### config.mk
export PLATFORM = sky130hd
export DESIGN_NAME = mc_alu
export DESIGN_NICKNAME = d
export VERILOG_FILES = /design/src/rtl/alu_pkg.sv /design/src/rtl/mc_alu_shifter.sv /design/src/rtl/mc_alu.sv
export SDC_FILE = /design/constraint.sdc
export NUM_CORES = 1
export LEC_CHECK = 0
export CORE_MARGIN = 2
export CORE_UTILIZATION = 60
export CTS_CLUSTER_SIZE = 14
export DETAILED_ROUTE_END_ITERATION = 6
export HOLD_SLACK_MARGIN = 0.1
export PLACE_DENSITY = 0.84
export SLEW_MARGIN = 20
export SYNTH_ARGS = -nofsm -noshare
export SYNTH_HDL_FRONTEND = slang
export SYNTH_SLANG_ARGS = --single-unit
### constraint.sdc
create_clock -name clk -period 9.2 [get_ports clk]
set_input_delay 2.3 -clock clk [delete_from_list [all_inputs] [get_ports clk]]
set_output_delay 2.3 -clock clk [all_outputs]
set_load 0.05 [all_outputs]
### src/rtl/alu_pkg.sv
// ---------------------------------------------------------------------------
// alu_pkg
// Shared definitions for the multi-cycle ALU and the ALU control unit.
//   - ALUOperation codes (the control unit drives these onto alu_op)
//   - FSM state type used by mc_alu
//   - is_shift_op(): true for the two iterative shift codes
// Ports: none (package).
// ---------------------------------------------------------------------------
package alu_pkg;

  localparam logic [2:0] ALU_AND = 3'b000;
  localparam logic [2:0] ALU_OR  = 3'b001;
  localparam logic [2:0] ALU_ADD = 3'b010;
  localparam logic [2:0] ALU_SLL = 3'b100;
  localparam logic [2:0] ALU_SRL = 3'b101;
  localparam logic [2:0] ALU_SUB = 3'b110;
  localparam logic [2:0] ALU_SLT = 3'b111;

  typedef enum logic {
    IDLE  = 1'b0,
    SHIFT = 1'b1
  } state_t;

  function automatic logic is_shift_op(input logic [2:0] op);
    return (op == ALU_SLL) || (op == ALU_SRL);
  endfunction

endpackage

### src/rtl/mc_alu_shifter.sv
// ---------------------------------------------------------------------------
// mc_alu_shifter
// Shift datapath of mc_alu. Two build variants selected by the macro
// MC_ALU_BARREL_SHIFT_EN:
//   undefined : iterative shifter. Holds the accumulator, the remaining-count
//               register and the latched direction; moves one bit per step.
//   defined   : purely combinational barrel shifter of src by amount; no
//               registers are built and the clock/reset/load/step are unused.
// Ports:
//   clk, rst_n : clock, asynchronous active-low reset
//   load       : capture src/amount/dir into acc/cnt/direction
//   step       : shift acc one bit and decrement cnt
//   dir        : 0 = left (sll), 1 = right logical (srl)
//   src        : value to be shifted (operand b)
//   amount     : shift distance (shamt)
//   shifted    : iterative - acc moved by one bit (value after this step)
//                barrel    - src shifted by amount
//   last       : iterative - this step is the final one (cnt == 1)
//                barrel    - always 0
// ---------------------------------------------------------------------------
module mc_alu_shifter #(
  parameter int WIDTH = 32,
  parameter int SHW   = 5
) (
  input  logic             clk,
  input  logic             rst_n,
  input  logic             load,
  input  logic             step,
  input  logic             dir,
  input  logic [WIDTH-1:0] src,
  input  logic [SHW-1:0]   amount,
  output logic [WIDTH-1:0] shifted,
  output logic             last
);

`ifdef MC_ALU_BARREL_SHIFT_EN

  logic unused_inputs;
  assign unused_inputs = ^{clk, rst_n, load, step};

  assign shifted = dir ? (src >> amount) : (src << amount);
  assign last    = 1'b0;

`else

  logic [WIDTH-1:0] acc;
  logic [SHW-1:0]   cnt;
  logic             dir_q;

  // Operands are captured only on load, so later changes on src/amount/dir
  // cannot disturb a shift that is already running.
  always_ff @(posedge clk or negedge rst_n) begin
    if (!rst_n) begin
      acc   <= '0;
      cnt   <= '0;
      dir_q <= 1'b0;
    end else if (load) begin
      acc   <= src;
      cnt   <= amount;
      dir_q <= dir;
    end else if (step) begin
      acc   <= shifted;
      cnt   <= cnt - SHW'(1);
    end
  end

  assign shifted = dir_q ? (acc >> 1) : (acc << 1);

  // The step taken while cnt is 1 brings it to zero, so its shifted value
  // is already the final answer and can be registered as the result.
  assign last = (cnt == SHW'(1));

`endif

endmodule

### src/rtl/mc_alu.sv
// ---------------------------------------------------------------------------
// mc_alu
// Multi-cycle integer ALU. add/sub/and/or/slt and the undefined code finish
// one cycle after acceptance; sll/srl with a non-zero shamt run one bit per
// cycle while busy is high. result/zero are registered and only change on
// the cycle done pulses.
// Build option: MC_ALU_BARREL_SHIFT_EN - when defined shifts use a barrel
// shifter, finish like arithmetic ops, and busy is tied low.
// Ports:
//   clk     in  1      rising-edge clock
//   rst_n   in  1      asynchronous active-low reset
//   start   in  1      request strobe, accepted only while busy is low
//   alu_op  in  3      ALUOperation code (alu_pkg constants)
//   a       in  WIDTH  operand A
//   b       in  WIDTH  operand B, also the shift source
//   shamt   in  SHW    shift amount
//   busy    out 1      iterative shift in progress
//   done    out 1      one-cycle pulse, result/zero valid
//   result  out WIDTH  registered result, held until the next done
//   zero    out 1      registered (result == 0)
// ---------------------------------------------------------------------------
module mc_alu
  import alu_pkg::*;
#(
  parameter int WIDTH = 32,
  parameter int SHW   = 5
) (
  input  logic             clk,
  input  logic             rst_n,
  input  logic             start,
  input  logic [2:0]       alu_op,
  input  logic [WIDTH-1:0] a,
  input  logic [WIDTH-1:0] b,
  input  logic [SHW-1:0]   shamt,
  output logic             busy,
  output logic             done,
  output logic [WIDTH-1:0] result,
  output logic             zero
);

  logic             load;
  logic             step;
  logic             capture;
  logic             shift_last;
  logic [WIDTH-1:0] shifted;
  logic [WIDTH-1:0] op_result;
  logic [WIDTH-1:0] next_result;

  mc_alu_shifter #(
    .WIDTH (WIDTH),
    .SHW   (SHW)
  ) u_shifter (
    .clk     (clk),
    .rst_n   (rst_n),
    .load    (load),
    .step    (step),
    .dir     (alu_op == ALU_SRL),
    .src     (b),
    .amount  (shamt),
    .shifted (shifted),
    .last    (shift_last)
  );

  // Single-cycle result. In the iterative build this path only sees shifts
  // with shamt = 0, whose answer is simply b.
  always_comb begin
    op_result = '0;
    case (alu_op)
      ALU_ADD: op_result = a + b;
      ALU_SUB: op_result = a - b;
      ALU_AND: op_result = a & b;
      ALU_OR:  op_result = a | b;
      ALU_SLT: op_result = {{(WIDTH-1){1'b0}}, ($signed(a) < $signed(b))};
`ifdef MC_ALU_BARREL_SHIFT_EN
      ALU_SLL, ALU_SRL: op_result = shifted;
`else
      ALU_SLL, ALU_SRL: op_result = b;
`endif
      default: op_result = '0;
    endcase
  end

`ifdef MC_ALU_BARREL_SHIFT_EN

  logic unused_last;
  assign unused_last = shift_last;

  assign load        = 1'b0;
  assign step        = 1'b0;
  assign busy        = 1'b0;
  assign capture     = start;
  assign next_result = op_result;

`else

  state_t state;
  state_t next_state;

  always_ff @(posedge clk or negedge rst_n) begin
    if (!rst_n) begin
      state <= IDLE;
    end else begin
      state <= next_state;
    end
  end

  // In IDLE every accepted op either finishes now or starts the shifter.
  // In SHIFT start is ignored; the final step's value goes straight to result.
  always_comb begin
    next_state  = state;
    load        = 1'b0;
    step        = 1'b0;
    capture     = 1'b0;
    next_result = op_result;
    case (state)
      IDLE: begin
        if (start) begin
          if (is_shift_op(alu_op) && (shamt != '0)) begin
            load       = 1'b1;
            next_state = SHIFT;
          end else begin
            capture = 1'b1;
          end
        end
      end
      SHIFT: begin
        step = 1'b1;
        if (shift_last) begin
          capture     = 1'b1;
          next_result = shifted;
          next_state  = IDLE;
        end
      end
    endcase
  end

  assign busy = (state == SHIFT);

`endif

  // done is a registered copy of capture, so a single request can never
  // produce two consecutive done cycles.
  always_ff @(posedge clk or negedge rst_n) begin
    if (!rst_n) begin
      done   <= 1'b0;
      result <= '0;
      zero   <= 1'b1;
    end else begin
      done <= capture;
      if (capture) begin
        result <= next_result;
        zero   <= (next_result == '0);
      end
    end
  end

endmodule

Word-level counts from Yosys, hierarchy flattened
Index checks and enable logic that the tools add are counted.

Word-level logic and storage cells: 46. Output and inout bits: 35. Flip-flop bits (word level): 73. Bits of input ports: 75.

Mux-type cells: 18. Equal/unequal tests: 7. Bitwise logic cells: 3. Add/subtract/negate cells: 3. Reductions and logical operators: 7. $lt $le $gt $ge: 1.

Operators with widths (number): 32-bit one-hot mux with 6 select lines (1); 32-bit two-way mux (5); 32-bit adder (1); 32-bit AND (1); 32-bit zero test (1); 32-bit < comparator (1); 32-bit bitwise OR (1); 32-bit subtractor (1); 3-bit == test, second input constant (4); 5-bit two-way mux (2); 1-bit two-way mux (8); 5-bit by 1-bit == test with 1-bit output, second input constant (1); 5-bit nonzero test (1); 5-bit by 1-bit subtractor with 5-bit output, second input constant (1); 1-bit one-hot mux with 2 select lines (2); 3-bit by 1-bit == test with 1-bit output, second input constant (1); 3-bit by 2-bit == test with 1-bit output, second input constant (1); 3-bit zero test (1); 2-bit nonzero test (1); 2-bit OR reduction (1); 1-bit logical AND (1); 1-bit logical OR (1); 1-bit inverter (1).

Longest topological paths before layout
Word-level depth: 7. Gate-level depth with buffers: 15. Depth with buffers taken out: 15.

Cells and area by module
From an unflattened synthesis, not the netlist that was laid out.

Cell total of the unflattened synthesis: 1314. Area total of the unflattened synthesis: 9909.5 um^2.

By module, submodules not included: mc_alu (times used 1, sequential area each 877.1 um^2, cells an instance 1108, area an instance 7614.8 um^2); mc_alu_shifter (times used 1, sequential area each 950.9 um^2, cells an instance 206, area an instance 2294.7 um^2).

Least setup slack after synthesis
No wires, ideal clock.

Path kind: input -> register. Start point: in a[0]. End point: reg zero. Data required time: 9136 ps. Stages on the path: 15. Setup slack: 3904 ps. Library setup time: 64 ps. Arrival time: 5232 ps. Buffers on the path: 0. Cell sequence: inv_1 -> ha_1 -> inv_1 -> fa_1 -> nor2b_1 -> o311ai_2 -> o211ai_2 -> a21boi_1 -> o221a_2 -> nor3_1 -> or4b_1 -> nor4_1 -> o2111ai_1 -> nor4_1 -> a32o_1.

Word-level cells in the longest chain between the ends: 5. Elaborated cells on any way between the ends: 9. Those cells by class: add/sub: 2; order compare: 1; mux: 3; bitwise: 2; reduce/logical: 1.

RTL lines: start, declared (line mc_alu.sv:32) `input logic [WIDTH-1:0] a,`; 32-bit subtractor (tied with other cells) (line mc_alu.sv:70) `ALU_SUB: op_result = a - b;`; 32-bit one-hot mux with 6 select lines (*) (line mc_alu.sv:68) `case (alu_op)`; 32-bit two-way mux (line mc_alu.sv:128) `if (shift_last) begin`; 32-bit two-way mux (*) (line mc_alu.sv:115) `case (state)`; 32-bit zero test (*) (line mc_alu.sv:152) `zero <= (next_result == '0);`; end signal, assigned (line mc_alu.sv:152); end, declared (line mc_alu.sv:38) `output logic zero`.

Mark *: on every way between the ends. The rest lies on a longest branch, timed or not. A chain may end at the register's enable or synchronous reset.

Final worst setup path
Start point: in b[6]. End point: reg zero.

Word-level cells in the longest chain between the ends: 5. Elaborated cells on any way between the ends: 9. Those cells by class: add/sub: 2; order compare: 1; mux: 3; bitwise: 2; reduce/logical: 1.

RTL lines: start, declared (line mc_alu.sv:33) `input logic [WIDTH-1:0] b,`; 32-bit subtractor (tied with other cells) (line mc_alu.sv:70); 32-bit one-hot mux with 6 select lines (*) (line mc_alu.sv:68); 32-bit two-way mux (line mc_alu.sv:128); 32-bit two-way mux (*) (line mc_alu.sv:115); 32-bit zero test (*) (line mc_alu.sv:152).

Marks and branches as above.

==> impl_metrics.csv <==
group,metric,value,unit
floorplan,dieArea,16790,µm²
clock_tree,cts_buffers,9,
synth,synth_fp_nets,1490,
floorplan,pin_count,110,
clock_tree,clk_pin_slew,0.07,ns
synth,ys_ff_latch,73,
synth,synth_edf_count,0,
routing,viasPerCell,6.813,
clock_tree,clk_latency,0.35,ns
sta,slew_headroom,0.3635,
floorplan,start_util,0.6178,
sta,rsz0062_at_grt,"no",
worst_setup_path,crit_arrival,6.77,ns
sta,period_minus_slack,6.470,ns
synth,yosysTopAreaCell,"dfrtp_1",
floorplan,die_x,129.6,µm
global_routing,grt_use_total,0.4359,
clock_tree,clock_sinks,73,
routing,drc,0,
worst_setup_path,critPathKind,"input pin to register",
synth,yosysWarnings,0,
clock_tree,postCtsSetupBuffers,0,
place,preCtsSetupSlack,2.573,ns
synth,synth.top_cells.by_area,"dfrtp_1 19%, ha_1 14%, a21oi_1 7.7%",
worst_hold_path,hp-class,"register to register",
synth,ys_types,86,
synth,synth_flop_cell,"dfrtp_1",
pwr,p_per_area,224.6,nW/µm²
synth,ys_seq_area_frac,0.1932,
layout,nFillCells,1286,
pwr,peakVddDrop,0.1818,mV
synth,synthTopCellsByCount,"169 x nor2_1, 145 x a21oi_1, 116 x nand2_1, 107 x o21ai_0, 105 x ha_1",
run,maxCapViolations,0,
synth,synth.most_common_cell,"nor2_1",
place,gp_congestion,1.025,
worst_setup_path,start_kind,"input pin",
floorplan,die_h,129.6,µm
sta,fin_ws,2.730,ns
pwr,p_leak,4.733,nW
layout,area_growth,14.89,%
sta,fin_setup_tns,0,ns
sta,final_hold_viol_count,0,
worst_setup_path,rrSetupSlack,4.52,ns
global_routing,grt_pass1_wl,56150,µm
synth,yosysTopAreaCellShare,0.1904,
global_routing,grt-ovfl-total,0,
global_routing,grt_max_degree,74,
sta,maxSlewViolCount,0,
synth,avgSynthCellArea,7.234,µm²
routing,drtIter0Drc,1309,
routing,num_vias,10700,
worst_setup_path,cp_max_fo,11,
clock_tree,cts_hold_buf,0,
clock_tree,cts_tree,"done",
routing,wire_per_inst,23.20,µm
synth,syn_inst,1308,
routing,drt-pass1-iter-count,6,
clock_tree,cts_resized,0,
clock_tree,clock_path_buffers,2,
place,dp_cells,1555,
floorplan,coreArea,15310,µm²
sta,worst_slew_pin_slew,0.9513,ns
sta,skew,0.01051,ns
layout,finalNonFillerCells,1571,
place,dp_hpwl,27190,µm
sta,timing.fmax,154.6,MHz
layout,layout-drive-gt1-share,0.06838,
synth,synth.cell_area,9462,µm²
clock_tree,clockRootBuffer,"clkbuf_16",
global_routing,antenna_found_initial,0,
place,port_buffers,109,
worst_setup_path,crit_required,9.50,ns
synth,async_reset_ff_frac,1.000,
pwr,power,0.002442,W
sta,setup_violations,0,
layout,finalNetCount,1537,
floorplan,num_rows,45,
worst_setup_path,worstSetupEndpointType,"register",
clock_tree,h-tree-depth,3,
routing,drtAntennaViolNets,0,
layout,diodes,0,
global_routing,first_global_vias,10360,
outcome,status,"complete, no violations",
sta,fin_crit_sh,0.7033,
routing,drt_wl_total,36440,µm
==> per-stage QoR <==
step / utilization / cell area, µm² / hold WS (ns)
after detailed placement: 0.6873 / 10530 / 0.4602
after global placement: 0.6873 / 10530 / 0.4525
after floorplan: - / 9462 / 0.4698
after CTS: 0.7098 / 10870 / 0.4737
after global routing: 0.7098 / 10870 / 0.4941
final: 0.7098 / 10870 / 0.4747
==> worst paths after layout <==
| kind | start | endpoint | cells after the start |
|---|---|---|---|
| min in group asynchronous | rst_n | u_shifter.acc[17] | 1 |
| hold reg to reg | result[13] | result[13] | 2 |
| max in group asynchronous | rst_n | busy | 1 |
| hold / removal | result[13] | result[13] | 2 |
| setup / recovery | b[6] | zero | 13 |
| setup reg to reg | busy | zero | 12 |
==> sequential cells by signal, summed over array words and instances (netlist names) <==
signal and count:
u_shifter.acc 32, u_shifter.dir_q 1, busy 1, done 1, result 32, u_shifter.cnt 5
zero 1
==> report_power, final <==
group          leakage (nW)  switching, W  total (W)  internal (W)
Combinational          3.67      0.000910    0.00141      0.000496
Sequential            0.904      0.000140   0.000615      0.000475
Clock                 0.163      0.000154   0.000421      0.000267
==> cells by family after synthesis <==
family | synth area share
compound gates | 0.3200
xor+xnor | 0.01759
fa+ha+maj | 0.1431
buf+inv | 0.07974
flops | 0.1932
mux | 0.04853
simple gates | 0.1978
==> cells in the final DEF (no fill, tap or decap), drive strengths merged, types with 5 or more instances in the layout <==
cell type,Yosys,final
ha,105,105
clkdlybuf4s50,0,106
nand4,15,15
or4,6,6
dfrtp,72,72
o211ai,17,17
a22oi,5,5
a21o,10,10
a31oi,8,8
o22ai,13,13
o31ai,13,13
xor2,5,5
nand3,14,14
a211oi,43,43
nand2,116,116
clkbuf,50,10
a21oi,146,146
inv,104,105
mux2,31,31
nor3,23,23
mux2i,11,11
nor2,169,169
o21a,10,10
and2,7,7
nor4,12,12
o221ai,5,5
o21ai,109,109
xnor2,14,14
or2,9,9
buf,33,13
nand2b,13,13
o21bai,7,7
or3,5,5
a221o,10,10
nor2b,12,12
o2111ai,10,10
==> worst max-delay path: stages <==
cell	delay [ns]
clkdlybuf4s50_1	0.53
inv_1	0.16
ha_1	0.48
or3_4	0.50
o211ai_2	0.39
and4bb_2	0.37
o2111ai_1	0.19
a2111oi_0	0.65
o21ai_0	0.27
nor3_1	0.23
o2111ai_1	0.15
nor4_1	0.33
a32o_1	0.22
==> area by class of cell <==
| cell class | instances | area, µm² | area share |
|---|---|---|---|
| Clock buffer | 10 | 229.0 | 0.02106 |
| Clock inverter | 6 | 115.1 | 0.01059 |
| Inverter | 105 | 394.1 | 0.03626 |
| Multi-Input combinational cell | 1047 | 6885 | 0.6334 |
| Sequential cell | 73 | 1829 | 0.1683 |
| Tap cell | 211 | 264.0 | 0.02429 |
| Timing Repair Buffer | 119 | 1154 | 0.1061 |
==> metal layers <==
layer  wire, µm  up-vias  GRT usage
met1      13060     4928     0.4961
met4       3213        0     0.3333
met3       3234      197    0.07845
met5          0        -          0
met2      16930      791     0.7259
li1           -     4787          -
(Power assumes the default switching activity.)
